[config.mk]
export PLATFORM = sky130hd
export DESIGN_NAME = bus_credit_scheduler
export DESIGN_NICKNAME = d
export VERILOG_FILES = /design/src/rtl/bus_credit_scheduler.sv
export SDC_FILE = /design/constraint.sdc
export NUM_CORES = 1
export LEC_CHECK = 0
export BUFFER_PORTS_ARGS = -buffer_cell sky130_fd_sc_hd__buf_2
export CAP_MARGIN = 0
export CORE_MARGIN = 3
export CORE_UTILIZATION = 55
export CTS_CLUSTER_DIAMETER = 40
export DETAILED_ROUTE_END_ITERATION = 6
export GPL_ROUTABILITY_DRIVEN = 0
export PLACE_DENSITY_LB_ADDON = 0.3
export SYNTH_ARGS = -nofsm -noshare
export SYNTH_HDL_FRONTEND = slang
export SYNTH_SLANG_ARGS = --single-unit
[constraint.sdc]
create_clock -name clk -period 4.8 [get_ports clk]
set_clock_uncertainty 0.2 [all_clocks]
set_input_delay 0.24 -clock clk [delete_from_list [all_inputs] [get_ports clk]]
set_output_delay 0.24 -clock clk [all_outputs]
set_load 0.01 [all_outputs]
[src/rtl/bus_credit_scheduler.sv]
// Round-robin scheduler moving packets from source FIFOs to credit-controlled destination FIFOs.
// Define BUS_BCAST_EN to enable broadcast delivery for destination ID BCAST_ID.
module bus_credit_scheduler #(
  parameter int              WIDTH    = 16,
  parameter int              DRVS     = 8,
  parameter int              ID_W     = 8,
  parameter logic [ID_W-1:0] BCAST_ID = 8'hFF,
  parameter int              CREDITS  = 4
) (
  input  logic                   clk,
  input  logic                   reset,
  input  logic [DRVS-1:0]        pndng,
  input  logic [DRVS*WIDTH-1:0]  D_pop,
  output logic [DRVS-1:0]        pop,
  output logic [DRVS-1:0]        push,
  output logic [WIDTH-1:0]       D_push,
  input  logic [DRVS-1:0]        credit_ret,
  output logic                   busy,
  output logic [7:0]             drop_cnt
);
  localparam int IDX_W = $clog2(DRVS);

  typedef enum logic [2:0] {S_IDLE, S_GRANT, S_DECODE, S_PUSH, S_WAIT, S_DROP} state_t;

  state_t           state_q, state_d;
  logic [IDX_W-1:0] g_q, g_d, rr_ptr_q, rr_ptr_d;
  logic [WIDTH-1:0] pkt_q, pkt_d, d_push_q, d_push_d;
  logic [DRVS-1:0]  pop_q, pop_d, push_q, push_d;
  logic [7:0]       drop_cnt_q, drop_cnt_d;
  logic [3:0]       credit_q [DRVS];
  logic [3:0]       credit_d [DRVS];

  logic [IDX_W-1:0] win, cand;
  logic             found;
  logic [ID_W-1:0]  dest;
  logic [DRVS-1:0]  dest_mask;
  logic             dest_valid, credit_ok;

  // Destination decode of the captured packet; the mask is stable while waiting for credit.
  always_comb begin
    dest       = pkt_q[WIDTH-1 -: ID_W];
    dest_mask  = '0;
    dest_valid = 1'b0;
    if (dest < ID_W'(DRVS)) begin
      dest_mask[dest[IDX_W-1:0]] = 1'b1;
      dest_valid = 1'b1;
    end
`ifdef BUS_BCAST_EN
    else if (dest == BCAST_ID) begin
      dest_mask  = ~(DRVS'(1) << g_q);
      dest_valid = 1'b1;
    end
`else
    else if (dest == BCAST_ID) begin
      dest_valid = 1'b0;
    end
`endif
    credit_ok = 1'b1;
    for (int i = 0; i < DRVS; i++) begin
      if (dest_mask[i] && credit_q[i] == 4'd0) credit_ok = 1'b0;
    end
  end

  // Round-robin search starting just after the last granted port.
  always_comb begin
    win   = '0;
    cand  = '0;
    found = 1'b0;
    for (int k = 1; k <= DRVS; k++) begin
      cand = IDX_W'((int'(rr_ptr_q) + k) % DRVS);
      if (!found && pndng[cand]) begin
        win   = cand;
        found = 1'b1;
      end
    end
  end

  always_comb begin
    state_d    = state_q;
    g_d        = g_q;
    rr_ptr_d   = rr_ptr_q;
    pkt_d      = pkt_q;
    d_push_d   = d_push_q;
    drop_cnt_d = drop_cnt_q;
    pop_d      = '0;
    push_d     = '0;
    case (state_q)
      S_IDLE: begin
        if (found) begin
          g_d        = win;
          pop_d[win] = 1'b1;
          state_d    = S_GRANT;
        end
      end
      S_GRANT: begin
        pkt_d    = D_pop[g_q*WIDTH +: WIDTH];
        rr_ptr_d = g_q;
        state_d  = S_DECODE;
      end
      S_DECODE, S_WAIT: begin
        if (!dest_valid) begin
          state_d = S_DROP;
        end else if (credit_ok) begin
          push_d   = dest_mask;
          d_push_d = pkt_q;
          state_d  = S_PUSH;
        end else begin
          state_d = S_WAIT;
        end
      end
      S_PUSH: state_d = S_IDLE;
      S_DROP: begin
        if (drop_cnt_q != 8'hFF) drop_cnt_d = drop_cnt_q + 8'd1;
        state_d = S_IDLE;
      end
      default: state_d = S_IDLE;
    endcase
  end

  // A push and a return on the same port cancel; returns beyond CREDITS are ignored.
  always_comb begin
    for (int i = 0; i < DRVS; i++) begin
      credit_d[i] = credit_q[i];
      if (push_q[i] && !credit_ret[i]) begin
        credit_d[i] = credit_q[i] - 4'd1;
      end else if (!push_q[i] && credit_ret[i] && credit_q[i] != 4'(CREDITS)) begin
        credit_d[i] = credit_q[i] + 4'd1;
      end
    end
  end

  always_ff @(posedge clk) begin
    if (reset) begin
      state_q    <= S_IDLE;
      g_q        <= '0;
      rr_ptr_q   <= IDX_W'(DRVS - 1);
      pkt_q      <= '0;
      d_push_q   <= '0;
      pop_q      <= '0;
      push_q     <= '0;
      drop_cnt_q <= '0;
      for (int i = 0; i < DRVS; i++) credit_q[i] <= 4'(CREDITS);
    end else begin
      state_q    <= state_d;
      g_q        <= g_d;
      rr_ptr_q   <= rr_ptr_d;
      pkt_q      <= pkt_d;
      d_push_q   <= d_push_d;
      pop_q      <= pop_d;
      push_q     <= push_d;
      drop_cnt_q <= drop_cnt_d;
      for (int i = 0; i < DRVS; i++) credit_q[i] <= credit_d[i];
    end
  end

  assign pop      = pop_q;
  assign push     = push_q;
  assign D_push   = d_push_q;
  assign drop_cnt = drop_cnt_q;
  assign busy     = (state_q != S_IDLE);

endmodule

==> impl_metrics.ini <==
[global_route]
grt_max_degree = 83
globalRouteOverflowTotal = 0
first_global_vias = 5339
grt_usage = 0.245
antenna_found_initial = 1
grt_pass1_wl_mm = 25.1

[setup_path]
crit_required_ps = 4860
critPathMaxFanout = 12
path_class = reg2reg
arrival_ps = 3970
startpoint_type = flip-flop
endpoint_kind = flip-flop

[power_and_ir_drop]
p_leak_nw = 3.38
total_power_mw = 3.27
power.density_nw_per_um2 = 441
peakVddDrop_uv = 236

[status]
status = complete, no violations

[clock_tree]
cts_resized = 0
worstSkewPairLatency_ps = 370
cts_buffer_depth = 2
clk_root_buffer_cell = clkbuf_8
numCtsBuffers = 9
cts_tree = built
postCtsHoldBufs = 0
ctsHtreeMaxLevel = 3
cts_setup_buffers = 0
clkTransAtPathRegs_ps = 90
cts_sinks = 97

[drt]
drt_iter0_drc = 492
route.vias.total = 5320
drc = 0
drt_first_pass_iters = 5
postRouteAntennaNets = 0
wirelength_mm = 15.4
via_per_inst = 5.75
post_drt_wl_per_cell_microns = 16.6

[place]
place_ws_ps = 1010
dp_hpwl_mm = 12.2
io_buffer_count = 186
dp_cells = 909

[cells_and_area]
syn_to_final_growth_pct = 20.4
post_layout_nonfiller_instances = 926
drive_gt1_frac = 0.341
nets = 957
final_cell_mix = buf_2 (186), dfxtp_1 (96), nor2_1 (84)
final_common_cell = buf_2
utilization = 0.699

[synthesis]
ys_seq_area_frac = 0.315
synth_edf_count = 0
syn_avg_cell_area_sq_um = 10.0
synthArstFlopShare = 0
syn-num-nets = 788
syn_area_sq_um = 6160
synth_seq_cells = 97
synth_top_flop_cell = dfxtp_1
yosysUniqueCellTypes = 68
synth_warnings = 0
syn_inst = 615

[hold_path]
hp-class = in2reg

[sta]
setup_tns_ps = 0
finalCriticalPeriod_ps = 3900
slew_headroom = 0.280
hold_violations = 0
timing.fmax_mhz = 256
setup_slack_ps = 896
fin_crit_sh = 0.813
maxSlewViolCount = 0
final-setup-viol-count = 0
rsz0062_at_grt = false
worstMarginPinSlew_ps = 1080

[floorplanning]
coreArea_sq_um = 10600
die_h_microns = 112
io_pins = 187
start_util = 0.581
std_cell_rows = 37
die_w_microns = 112
dieArea_sq_um = 12500

[run]
drv_cap = 0
[per-stage QoR]
step	hold WS (ps)	area, sq um
4_1_cts	10.6	7410
6_report	30.5	7410
5_1_grt	26.3	7410
2_1_floorplan	241	6160
3_3_place_gp	211	7160
3_5_place_dp	216	7160
[layout make-up]
cell class,count,area (sq um)
inverters,42,158
diodes,1,2.50
flip-flops and latches,97,1940
repair buffers,190,961
clock inverters,6,119
multi-input cells,444,3920
well taps,136,170
fillers,812,3190
clock buffers,10,138
[sequential cells by signal, summed over array words and instances, names as in the netlist]
signal and flops:
pkt_q 16, pop 8, g_q 3, D_push 16
state_q 3, rr_ptr_q 3, push 8, drop_cnt 8
credit_q 32
[path summary, 6_finish.rpt]
| path | end | cells after the start | slack, ps | start |
|---|---|---|---|---|
| max | pop[7] | 9 | 900 | rr_ptr_q[1] |
| min | pop[0] | 3 | 30 | reset |
| max reg2reg | pop[7] | 9 | 900 | rr_ptr_q[1] |
| min reg2reg | D_push[15] | 2 | 230 | D_push[15] |
[cells in the mapped netlist, types with 3 or more instances]
master	count	area share
xor2_1	8	0.011
and3_1	4	0.0041
clkbuf_1	23	0.014
dfxtp_1	97	0.32
nor3b_1	3	0.0037
and4b_1	4	0.0065
nand4_1	3	0.0030
nor3_1	14	0.011
inv_1	42	0.026
mux2_2	5	0.0091
nand3b_1	10	0.012
a21oi_1	19	0.015
a31oi_1	3	0.0030
nand2b_1	13	0.013
ha_1	19	0.039
nor2b_1	3	0.0030
and4_1	3	0.0043
a211oi_1	28	0.034
fa_1	8	0.026
o21ai_0	5	0.0041
buf_1	5	0.0030
nand3_1	4	0.0033
mux4_2	39	0.14
a32oi_1	4	0.0057
nor4_1	3	0.0030
nor2_1	84	0.051
a21o_1	8	0.0098
a211o_1	7	0.010
a311o_1	4	0.0065
nand2_1	30	0.018
xnor2_1	23	0.033
or2_2	3	0.0030
mux2i_1	40	0.065
[critical path: stages, from the launching register on]
cell and delay (ps):
dfxtp_1 730, inv_1 230, ha_1 540, mux4_2 450, mux2i_4 280, o311ai_0 200
o21ai_1 220, a31oi_2 150, a2111oi_4 530, and4b_1 260
[logic make-up after synthesis]
kind of cell,synth area share
fa+ha+maj,0.0663
flops,0.315
xor+xnor,0.0520
buf+inv,0.0480
compound gates,0.123
simple gates,0.161
mux,0.235
[routing by layer]
metal	up-vias	wire, microns	track usage
met1	2502	5800	0.276
li1	2576	-	-
met5	-	0	0
met2	202	8230	0.454
met3	40	903	0.0391
met4	0	463	0.105
[report_power, final]
part	switching [mW]	internal (mW)	total, mW
registers	0.213	0.951	1.16
logic	0.723	0.720	1.44
clock network	0.295	0.368	0.662
No activity file was read; power rests on OpenSTA's default activity.
